--- src/rtl/xyolo_out_pack_pkg.sv ---
// Shared definitions for the xyolo output packing stage: FSM state encoding
// and the default lane/word/buffer geometry.
package xyolo_out_pack_pkg;

    typedef enum logic [1:0] {
        IDLE   = 2'd0,
        ACTIVE = 2'd1,
        DRAIN  = 2'd2
    } state_e;

    localparam int DEF_OUT_W      = 16;
    localparam int DEF_PACK_N     = 4;
    localparam int DEF_FIFO_DEPTH = 8;

endpackage

--- src/rtl/xyolo_out_fifo.sv ---
// Synchronous word buffer for the output stream. The head entry is read
// straight from the storage registers, so a word is visible (and stable)
// the cycle after it is pushed. Push and pop may coincide when full.
module xyolo_out_fifo #(
    parameter int W     = 8,
    parameter int DEPTH = 8
) (
    input  logic         clk,
    input  logic         rst,
    input  logic         push,
    input  logic [W-1:0] din,
    input  logic         pop,
    output logic [W-1:0] dout,
    output logic         full,
    output logic         empty,
    output logic         one
);
    localparam int AW = $clog2(DEPTH);
    localparam int CW = AW + 1;
    localparam logic [CW-1:0] FULL_CNT = CW'(DEPTH);

    logic [W-1:0]  mem_q [DEPTH];
    logic [W-1:0]  mem_d [DEPTH];
    logic [AW-1:0] wr_ptr_q, wr_ptr_d;
    logic [AW-1:0] rd_ptr_q, rd_ptr_d;
    logic [CW-1:0] cnt_q, cnt_d;
    logic          wr_en, rd_en;

    // Next-state for storage, pointers and occupancy.
    always_comb begin
        rd_en    = pop && (cnt_q != '0);
        wr_en    = push && ((cnt_q != FULL_CNT) || rd_en);
        mem_d    = mem_q;
        if (wr_en) begin
            mem_d[wr_ptr_q] = din;
        end
        wr_ptr_d = wr_en ? wr_ptr_q + 1'b1 : wr_ptr_q;
        rd_ptr_d = rd_en ? rd_ptr_q + 1'b1 : rd_ptr_q;
        cnt_d    = cnt_q;
        if (wr_en && !rd_en) begin
            cnt_d = cnt_q + 1'b1;
        end else if (!wr_en && rd_en) begin
            cnt_d = cnt_q - 1'b1;
        end
    end

    // State registers; reset empties the buffer and zeroes the head word.
    always_ff @(posedge clk or posedge rst) begin
        if (rst) begin
            mem_q    <= '{default: '0};
            wr_ptr_q <= '0;
            rd_ptr_q <= '0;
            cnt_q    <= '0;
        end else begin
            mem_q    <= mem_d;
            wr_ptr_q <= wr_ptr_d;
            rd_ptr_q <= rd_ptr_d;
            cnt_q    <= cnt_d;
        end
    end

    assign dout  = mem_q[rd_ptr_q];
    assign full  = (cnt_q == FULL_CNT);
    assign empty = (cnt_q == '0);
    assign one   = (cnt_q == CW'(1));

endmodule

--- src/rtl/xyolo_out_pack.sv ---
// Output packing stage: narrows each datapath result to OUT_W bits, packs
// PACK_N of them per word, buffers words and streams them out with a
// lane mask and an end-of-layer marker.
// Build option: define XYOLO_OUT_SAT_EN for signed saturation instead of
// truncation when narrowing.
module xyolo_out_pack
    import xyolo_out_pack_pkg::*;
#(
    parameter int DATAPATH_W = 32,
    parameter int OUT_W      = DEF_OUT_W,
    parameter int PACK_N     = DEF_PACK_N,
    parameter int FIFO_DEPTH = DEF_FIFO_DEPTH,
    parameter int CNT_W      = 20
) (
    input  logic                    clk,
    input  logic                    rst,
    input  logic                    run,
    input  logic [CNT_W-1:0]        len,
    input  logic                    in_valid,
    input  logic [DATAPATH_W-1:0]   in_data,
    output logic                    out_valid,
    input  logic                    out_ready,
    output logic [PACK_N*OUT_W-1:0] out_data,
    output logic [PACK_N-1:0]       out_strb,
    output logic                    out_last,
    output logic                    busy,
    output logic                    done,
    output logic                    overflow
);
    localparam int LW = $clog2(PACK_N);
    localparam int WW = PACK_N * OUT_W;
    localparam int FW = 1 + PACK_N + WW;

    state_e           state_q, state_d;
    logic [LW-1:0]    lane_cnt_q, lane_cnt_d;
    logic [CNT_W-1:0] rcv_cnt_q, rcv_cnt_d;
    logic [CNT_W-1:0] len_q, len_d;
    logic [WW-1:0]    pack_q, pack_d;
    logic             overflow_q, overflow_d;
    logic             done_q, done_d;

    logic [OUT_W-1:0] narrow;
    logic [WW-1:0]    word;
    logic [PACK_N-1:0] strb;
    logic             is_final;
    logic             push, pop;
    logic             fifo_full, fifo_empty, fifo_one;
    logic [FW-1:0]    fifo_dout;

`ifdef XYOLO_OUT_SAT_EN
    localparam logic signed [DATAPATH_W-1:0] SAT_MAX =
        {{(DATAPATH_W-OUT_W+1){1'b0}}, {(OUT_W-1){1'b1}}};
    localparam logic signed [DATAPATH_W-1:0] SAT_MIN =
        {{(DATAPATH_W-OUT_W+1){1'b1}}, {(OUT_W-1){1'b0}}};

    // Clamp the signed result into the OUT_W signed range.
    always_comb begin
        if ($signed(in_data) > SAT_MAX) begin
            narrow = SAT_MAX[OUT_W-1:0];
        end else if ($signed(in_data) < SAT_MIN) begin
            narrow = SAT_MIN[OUT_W-1:0];
        end else begin
            narrow = in_data[OUT_W-1:0];
        end
    end
`else
    logic unused_in_hi;
    assign unused_in_hi = ^in_data[DATAPATH_W-1:OUT_W];

    // Keep the low OUT_W bits of the result.
    always_comb begin
        narrow = in_data[OUT_W-1:0];
    end
`endif

    // Control FSM, lane packing, counters and sticky flags.
    always_comb begin
        word = pack_q;
        word[lane_cnt_q*OUT_W +: OUT_W] = narrow;
        for (int unsigned i = 0; i < PACK_N; i++) begin
            strb[i] = (LW'(i) <= lane_cnt_q);
        end
        is_final   = (rcv_cnt_q == len_q - 1'b1);
        pop        = !fifo_empty && out_ready;
        push       = 1'b0;
        state_d    = state_q;
        lane_cnt_d = lane_cnt_q;
        rcv_cnt_d  = rcv_cnt_q;
        len_d      = len_q;
        pack_d     = pack_q;
        overflow_d = overflow_q;
        done_d     = 1'b0;
        case (state_q)
            IDLE: begin
                if (run) begin
                    if (len != '0) begin
                        state_d    = ACTIVE;
                        lane_cnt_d = '0;
                        rcv_cnt_d  = '0;
                        pack_d     = '0;
                        len_d      = len;
                        overflow_d = 1'b0;
                    end else begin
                        done_d = 1'b1;
                    end
                end
            end
            ACTIVE: begin
                if (in_valid) begin
                    rcv_cnt_d = rcv_cnt_q + 1'b1;
                    if ((lane_cnt_q == LW'(PACK_N - 1)) || is_final) begin
                        push       = 1'b1;
                        pack_d     = '0;
                        lane_cnt_d = '0;
                        if (fifo_full && !pop) begin
                            overflow_d = 1'b1;
                        end
                        if (is_final) begin
                            state_d = DRAIN;
                        end
                    end else begin
                        pack_d     = word;
                        lane_cnt_d = lane_cnt_q + 1'b1;
                    end
                end
            end
            DRAIN: begin
                // Leave on the edge that pops the last buffered word so done
                // lands in the cycle right after that transfer.
                if (fifo_empty || (fifo_one && pop)) begin
                    state_d = IDLE;
                    done_d  = 1'b1;
                end
            end
            default: state_d = IDLE;
        endcase
    end

    // State and datapath registers.
    always_ff @(posedge clk or posedge rst) begin
        if (rst) begin
            state_q    <= IDLE;
            lane_cnt_q <= '0;
            rcv_cnt_q  <= '0;
            len_q      <= '0;
            pack_q     <= '0;
            overflow_q <= 1'b0;
            done_q     <= 1'b0;
        end else begin
            state_q    <= state_d;
            lane_cnt_q <= lane_cnt_d;
            rcv_cnt_q  <= rcv_cnt_d;
            len_q      <= len_d;
            pack_q     <= pack_d;
            overflow_q <= overflow_d;
            done_q     <= done_d;
        end
    end

    xyolo_out_fifo #(
        .W     (FW),
        .DEPTH (FIFO_DEPTH)
    ) u_fifo (
        .clk   (clk),
        .rst   (rst),
        .push  (push),
        .din   ({is_final, strb, word}),
        .pop   (pop),
        .dout  (fifo_dout),
        .full  (fifo_full),
        .empty (fifo_empty),
        .one   (fifo_one)
    );

    assign out_valid = !fifo_empty;
    assign out_last  = fifo_dout[FW-1];
    assign out_strb  = fifo_dout[WW +: PACK_N];
    assign out_data  = fifo_dout[WW-1:0];
    assign busy      = (state_q != IDLE);
    assign done      = done_q;
    assign overflow  = overflow_q;

endmodule

--- config.mk ---
export PLATFORM = sky130hd
export DESIGN_NAME = xyolo_out_pack
export DESIGN_NICKNAME = d
export VERILOG_FILES = /design/src/rtl/xyolo_out_pack_pkg.sv /design/src/rtl/xyolo_out_fifo.sv /design/src/rtl/xyolo_out_pack.sv
export SDC_FILE = /design/constraint.sdc
export NUM_CORES = 1
export LEC_CHECK = 0
export BUFFER_PORTS_ARGS = -buffer_cell sky130_fd_sc_hd__buf_2
export CAP_MARGIN = 20
export CORE_MARGIN = 2
export CORE_UTILIZATION = 60
export CTS_BUF_LIST = sky130_fd_sc_hd__clkbuf_16
export CTS_CLUSTER_DIAMETER = 200
export DETAILED_ROUTE_END_ITERATION = 7
export MAX_ROUTING_LAYER = met4
export PLACE_DENSITY = 0.75
export SLEW_MARGIN = 30
export SYNTH_ARGS = -nofsm -noshare
export SYNTH_HDL_FRONTEND = slang
export SYNTH_HIERARCHICAL = 1
export SYNTH_SLANG_ARGS = --single-unit
--- constraint.sdc ---
create_clock -name clk -period 52.2 [get_ports clk]
set_clock_uncertainty 0.15 [all_clocks]
set_input_delay 2.61 -clock clk [delete_from_list [all_inputs] [get_ports clk]]
set_output_delay 2.61 -clock clk [all_outputs]
set_load 0.01 [all_outputs]
==> run_results.csv, run 1 <==
group,metric,value,unit
global_routing,first_global_vias,20100,
routing,viasPerCell,6.39,
finish,area_growth,10.5,%
die,die_area,54300,um2
logic_synthesis,synth.top_cell.area_share,0.535,
clock_tree,cts.sinks,672,
setup_path,start_kind,"register",
clock_tree,clk_latency,600,ps
power_and_ir_drop,ir_drop,0.0425,mV
routing,firstDrtPassIters,5,
logic_synthesis,synth_area_leader_cell,"dfrtp_1",
job,max_cap_violations,0,
clock_tree,cts_made_buffers,71,
die,num_io_pins,130,
global_routing,grt_antenna_before_repair,2,
logic_synthesis,synthFlopType,"dfrtp_1",
outcome,status,"completed",
power_and_ir_drop,power_density,45.0,nW/um2
clock_tree,clockBufferDepth,3,
sta,post-route-period-util,0.134,
finish,layout_common_cells,"dfrtp_1, mux2_2, mux4_2",
logic_synthesis,ys_top_cells_by_area,"dfrtp_1, mux2_2, mux4_2, a32o_1, mux2_4",
global_routing,grt_pass1_wl,114000,um
clock_tree,cts_hold_buffers,0,
clock_tree,path_clk_slew,60,ps
logic_synthesis,ys_warn_count,6,
sta,period_minus_slack,6990,ps
finish,nNetsFinal,2289,
sta,fin_tns_setup,0,ps
routing,wirelength,71800,um
clock_tree,htree_levels,3,
sta,worst_pin_slew,1000,ps
logic_synthesis,async_flop_share,1.00,
sta,max_freq,143,MHz
die,fp.dieH,233,um
setup_path,cp-end-kind,"primary output",
finish,fill_cells,3554,
setup_path,critPathTopFamily,"buffers and inverters",
global_routing,grt_max_degree,179,
setup_path,cpMostUsedCell,"buf_4",
setup_path,worst_path_max_delay_cell,"dfrtp_4",
logic_synthesis,ys_types,64,
die,core-area,51600,um2
finish,drive_gt1_frac,0.458,
finish,multi_input_area,13800,um2
routing,route.detailed.drc,0,
die,fp.dieW,233,um
sta,max_slew_margin,0.327,
min_path,hp-class,"reg -> reg",
logic_synthesis,synthCells,2138,
placement,post-place-ws,45560,ps
setup_path,slowest_delay,1030,ps
global_routing,grt_overflow,0,
logic_synthesis,syn_area,31500,um2
routing,top_layer,"met4",
setup_path,cp_max_fo,48,
sta,setup_slack,45210,ps
finish,seq_area,16800,um2
routing,drt_iter0_drc,1484,
routing,postRouteAntennaNets,0,
logic_synthesis,synth_edf_count,0,
placement,place.gp.congestion,0.846,
routing,met3_length,3820,um
placement,portBuffers,113,
placement,hpwl,41200,um
global_routing,grt_usage,0.282,
logic_synthesis,seq_area_frac_synth,0.535,
setup_path,crit_chain,"buf_4 > buf_16 > buf_4 > mux4_2 > mux2_2 > buf_2",
die,rows,83,
routing,avgRoutedWirePerCell,24.3,um
routing,dr_total_vias,18900,
clock_tree,tritoncts,"done",
routing,drt-met1-wl,31100,um
sta,setup_viol,0,
logic_synthesis,synth_seq_cells,672,
die,initial_core_util,0.609,
clock_tree,post_cts_buffers,0,
setup_path,crit_required,49440,ps
clock_tree,ctsRootBufferMaster,"clkbuf_16",
sta,rsz0062_at_grt,"false",
logic_synthesis,syn_avg_cell_area,14.7,um2
sta,hold_violations,0,
power_and_ir_drop,total_leakage_power,16.9,nW
finish,final_common_cell,"dfrtp_1",
setup_path,cp_data_arrival_time,4230,ps
setup_path,worst-setup-path-type,"reg -> out",
routing,route.met2.wl,35000,um
setup_path,crit_buf_inv,4,
clock_tree,ctsResizeCount,0,
sta,final_max_slew_viol_count,0,
## layer usage
metal  vias to the layer above  global-route usage
met5                         -                   -
met4                         0              0.0902
met3                       142              0.0431
met2                       518               0.440
met1                     10100               0.387
li1                       8129                   -
## power breakdown
part           internal (W)  switching, W
clock              0.000263      0.000201
sequential         0.000608     0.0000721
combinational      0.000205      0.000216
## path summary, 6_finish.rpt
check	startpoint	to	slack (ps)	cells after the start
worst max register to register	len_q[0]	u_fifo/mem_q[144]	46070	15
min in group asynchronous	rst	pack_q[26]	1930	2
worst max-delay path	u_fifo/rd_ptr_q[2]	out_data[60]	45210	6
worst min register to register	pack_q[63]	pack_q[63]	340	1
worst min-delay path	pack_q[63]	pack_q[63]	340	1
max in group asynchronous	rst	u_fifo/mem_q[271]	47920	4
## per-stage QoR
step / hold WS, ps / power, W / cells / utilization / instance area (um2)
final: 338 / 0.00157 / 2955 / 0.673 / 34800
after global routing: 356 / 0.00164 / 2955 / 0.673 / 34800
after CTS: 344 / 0.00157 / 2952 / 0.672 / 34700
after detailed placement: 331 / 0.00110 / 2822 / 0.631 / 32600
after global placement: 323 / 0.00108 / 2822 / 0.630 / 32500
after floorplan: 316 / 0.000983 / 2145 / - / 31500
## final cells by class
type / instances / share of cell area
clock inverters: 55 / 0.00745
well taps: 680 / 0.0245
multi-input cells: 1263 / 0.397
inverters: 65 / 0.00745
diodes: 1 / 0.0000720
clock buffers: 75 / 0.0540
repair buffers: 144 / 0.0254
flip-flops and latches: 672 / 0.484
## worst register-to-register path, delay by kind of cell, from the launching register on
kind,cells,cell delay (ps)
and+or+nand+nor,7,2270
buffers and inverters,4,1690
AOI/OAI and AO/OA,2,610
DFF,1,460
muxes,1,420
adders and majority gates,1,400
## kinds of logic (layout without fill, tap and decap cells)
group	after synthesis	in the layout	share of synthesized area
multiplexers	782	782	0.334
flip-flops	672	672	0.535
AND/OR/NAND/NOR	214	214	0.0352
buffers and inverters	210	339	0.0305
AO/OA/AOI/OAI	203	203	0.0481
XOR/XNOR	41	41	0.0114
adder cells (fa/ha/maj)	15	15	0.00597
other	1	9	0.000119
## sequential cells by signal, indices dropped and copies added (netlist names)
name / count
state_q: 2
u_fifo/cnt_q: 4
pack_q: 64
rcv_cnt_q: 20
len_q: 20
u_fifo/wr_ptr_q: 3
overflow: 1
u_fifo/rd_ptr_q: 3
u_fifo/mem_q: 552
done: 1
lane_cnt_q: 2
## synthesized netlist by cell type, types with 4 or more instances
cell and n:
dfrtp_1 672, mux2_2 602, mux4_2 138, nand2_1 90, clkbuf_1 76, o21ai_0 72
a32o_1 65, inv_1 64, buf_2 48, mux2_4 40, nor2_1 26, xnor2_1 21
a22o_1 20, xor2_1 20, nor3_1 17, a21oi_1 15, ha_1 15, buf_6 14
nor4_1 13, nand3_1 12, nand4_1 7, o211ai_1 7, and3_1 6, buf_1 5
a31oi_1 4, nand2b_1 4, nor2b_1 4, or4_1 4
Power figures use the tool's default switching activity.
==> run 2: changes to the inputs <==
- clock period: 52.2 -> 7.2 ns (I/O delays scaled with it)
==> run 2 against run 1 <==
Against the previous run:
- setup slack lost 43000 ps
- final cell count grew 0.78%
- global-route usage grew 0.27 points
- final area grew 1.1%
- first-iteration DRC count grew 2.3%
- via count is essentially flat
- register-to-register slack lost 44000 ps
- critical endpoint is now u_fifo/mem_q[215]
==> run_results.csv, run 2 (synthesis results as in run 1) <==
group,metric,value,unit
die,fp.dieW,233,um
finish,diodes,0,
routing,dr_total_vias,18900,
clock_tree,tritoncts,"done",
routing,postRouteAntennaNets,0,
die,rows,83,
die,num_io_pins,130,
routing,avgRoutedWirePerCell,24.3,um
clock_tree,cts_made_buffers,71,
setup_path,start_kind,"register",
sta,max_slew_margin,0.304,
finish,final_common_cell,"dfrtp_1",
setup_path,cp_data_arrival_time,5640,ps
sta,setup_slack,1900,ps
setup_path,critPathTopFamily,"simple AND/OR/NAND/NOR gates",
power_and_ir_drop,ir_drop,0.285,mV
placement,post-place-ws,1990,ps
setup_path,worst-setup-path-type,"reg -> reg",
sta,setup_viol,0,
sta,period_minus_slack,5300,ps
placement,place.gp.congestion,0.818,
clock_tree,path_clk_slew,60,ps
finish,fill_cells,3560,
setup_path,cp-end-kind,"register",
sta,final_max_slew_viol_count,0,
finish,regMostFlops,"u_fifo/mem_q",
routing,firstDrtPassIters,5,
die,core-area,51600,um2
setup_path,worst_path_max_delay_cell,"or4b_4",
global_routing,grt_antenna_before_repair,0,
finish,nNetsFinal,2317,
setup_path,crit_required,7540,ps
clock_tree,cts_hold_buffers,25,
sta,worst_pin_slew,1030,ps
clock_tree,cts.sinks,672,
finish,largest_reg_flops,552,
placement,portBuffers,113,
routing,viasPerCell,6.34,
power_and_ir_drop,total_leakage_power,17.0,nW
finish,layout_common_cells,"dfrtp_1, mux2_2, mux4_2",
die,die_area,54300,um2
sta,whs,243,ps
job,max_cap_violations,0,
outcome,status,"completed",
global_routing,first_global_vias,20300,
die,initial_core_util,0.609,
setup_path,crit_buf_inv,2,
min_path,hp-class,"in -> async",
clock_tree,clk_latency,610,ps
clock_tree,clockBufferDepth,3,
global_routing,grt_overflow,0,
clock_tree,htree_levels,3,
die,fp.dieH,233,um
global_routing,grt_pass1_wl,115000,um
finish,top_regs,"u_fifo/mem_q x552, pack_q x64",
clock_tree,ctsResizeCount,0,
clock_tree,post_cts_buffers,0,
setup_path,slowest_delay,880,ps
sta,hold_violations,0,
routing,wirelength,72500,um
global_routing,grt_max_degree,182,
power_and_ir_drop,power_density,327,nW/um2
routing,route.detailed.drc,0,
sta,post-route-period-util,0.737,
finish,area_growth,11.7,%
sta,rsz0062_at_grt,"false",
routing,drt_iter0_drc,1518,
finish,drive_gt1_frac,0.457,
global_routing,grt_usage,0.285,
setup_path,crit_chain,"inv_1 > ha_1 > or3b_2 > or3_1 > a211oi_1 > nor3b_1 > nor4b_2 > nand4bb_4 > a21oi_1 > nand2b_1 > or4b_4 > buf_4 > mux2_4",
setup_path,r2r_slack,1900,ps
setup_path,cp_max_fo,40,
clock_tree,ctsRootBufferMaster,"clkbuf_16",
placement,hpwl,41600,um
sta,max_freq,189,MHz
## run 2: cell types whose count changed in the layout (fill, tap and decap cells not counted), sizes merged
cell / previous run / this run
bufinv: 1 / 5
clkinv: 27 / 24
dlygate4sd3: 0 / 25
inv: 92 / 86
diode: 1 / 0
clkinvlp: 0 / 3
clkbuf: 75 / 73
buf: 144 / 147
## run 2: path summary, 6_finish.rpt
check,start,to,depth (start not counted)
setup / recovery,len_q[0],u_fifo/mem_q[215],13
hold / removal,rst,u_fifo/mem_q[34],3
setup reg to reg,len_q[0],u_fifo/mem_q[215],13
hold reg to reg,pack_q[29],pack_q[29],1
max in group asynchronous,rst,u_fifo/mem_q[531],6
min in group clk,pack_q[29],pack_q[29],1
## run 2: power by group
| group | total (W) | switching [W] | internal, W |
|---|---|---|---|
| Combinational | 0.00305 | 0.00156 | 0.00149 |
| Clock | 0.00351 | 0.00149 | 0.00201 |
| Sequential | 0.00493 | 0.000529 | 0.00440 |
## run 2: cell type report
cell class,count,area (um2),area share
clock buffer,73,1830,0.0520
clock inverter,53,374,0.0107
inverter,65,250,0.00712
multi-input combinational,1263,13800,0.393
sequential,672,16800,0.479
tap,680,851,0.0242
timing repair buffer,172,1200,0.0342
## run 2: per-layer routing
metal  vias to the layer above  track usage  routed length [um]
li1                       8171            -                   -
met1                     10100        0.389               31700
met2                       472        0.452               35600
met3                       139       0.0398                3300
met4                         0       0.0834                1860
met5                         -            -                   0
## run 2: through the flow
stage / area, um2 / TNS, ps / util / total power, W / instances
after floorplan: 31500 / -540480 / - / 0.00713 / 2145
after global placement: 32600 / 0 / 0.631 / 0.00785 / 2823
after detailed placement: 32600 / 0 / 0.632 / 0.00801 / 2824
after CTS: 35000 / 0 / 0.679 / 0.0115 / 2975
after global routing: 35100 / 0 / 0.681 / 0.0120 / 2978
final: 35100 / 0 / 0.681 / 0.0115 / 2978
## run 2: tightest hold or removal path, delay by kind of cell
family	cells	cell delay, ps
buf+inv	3	1060
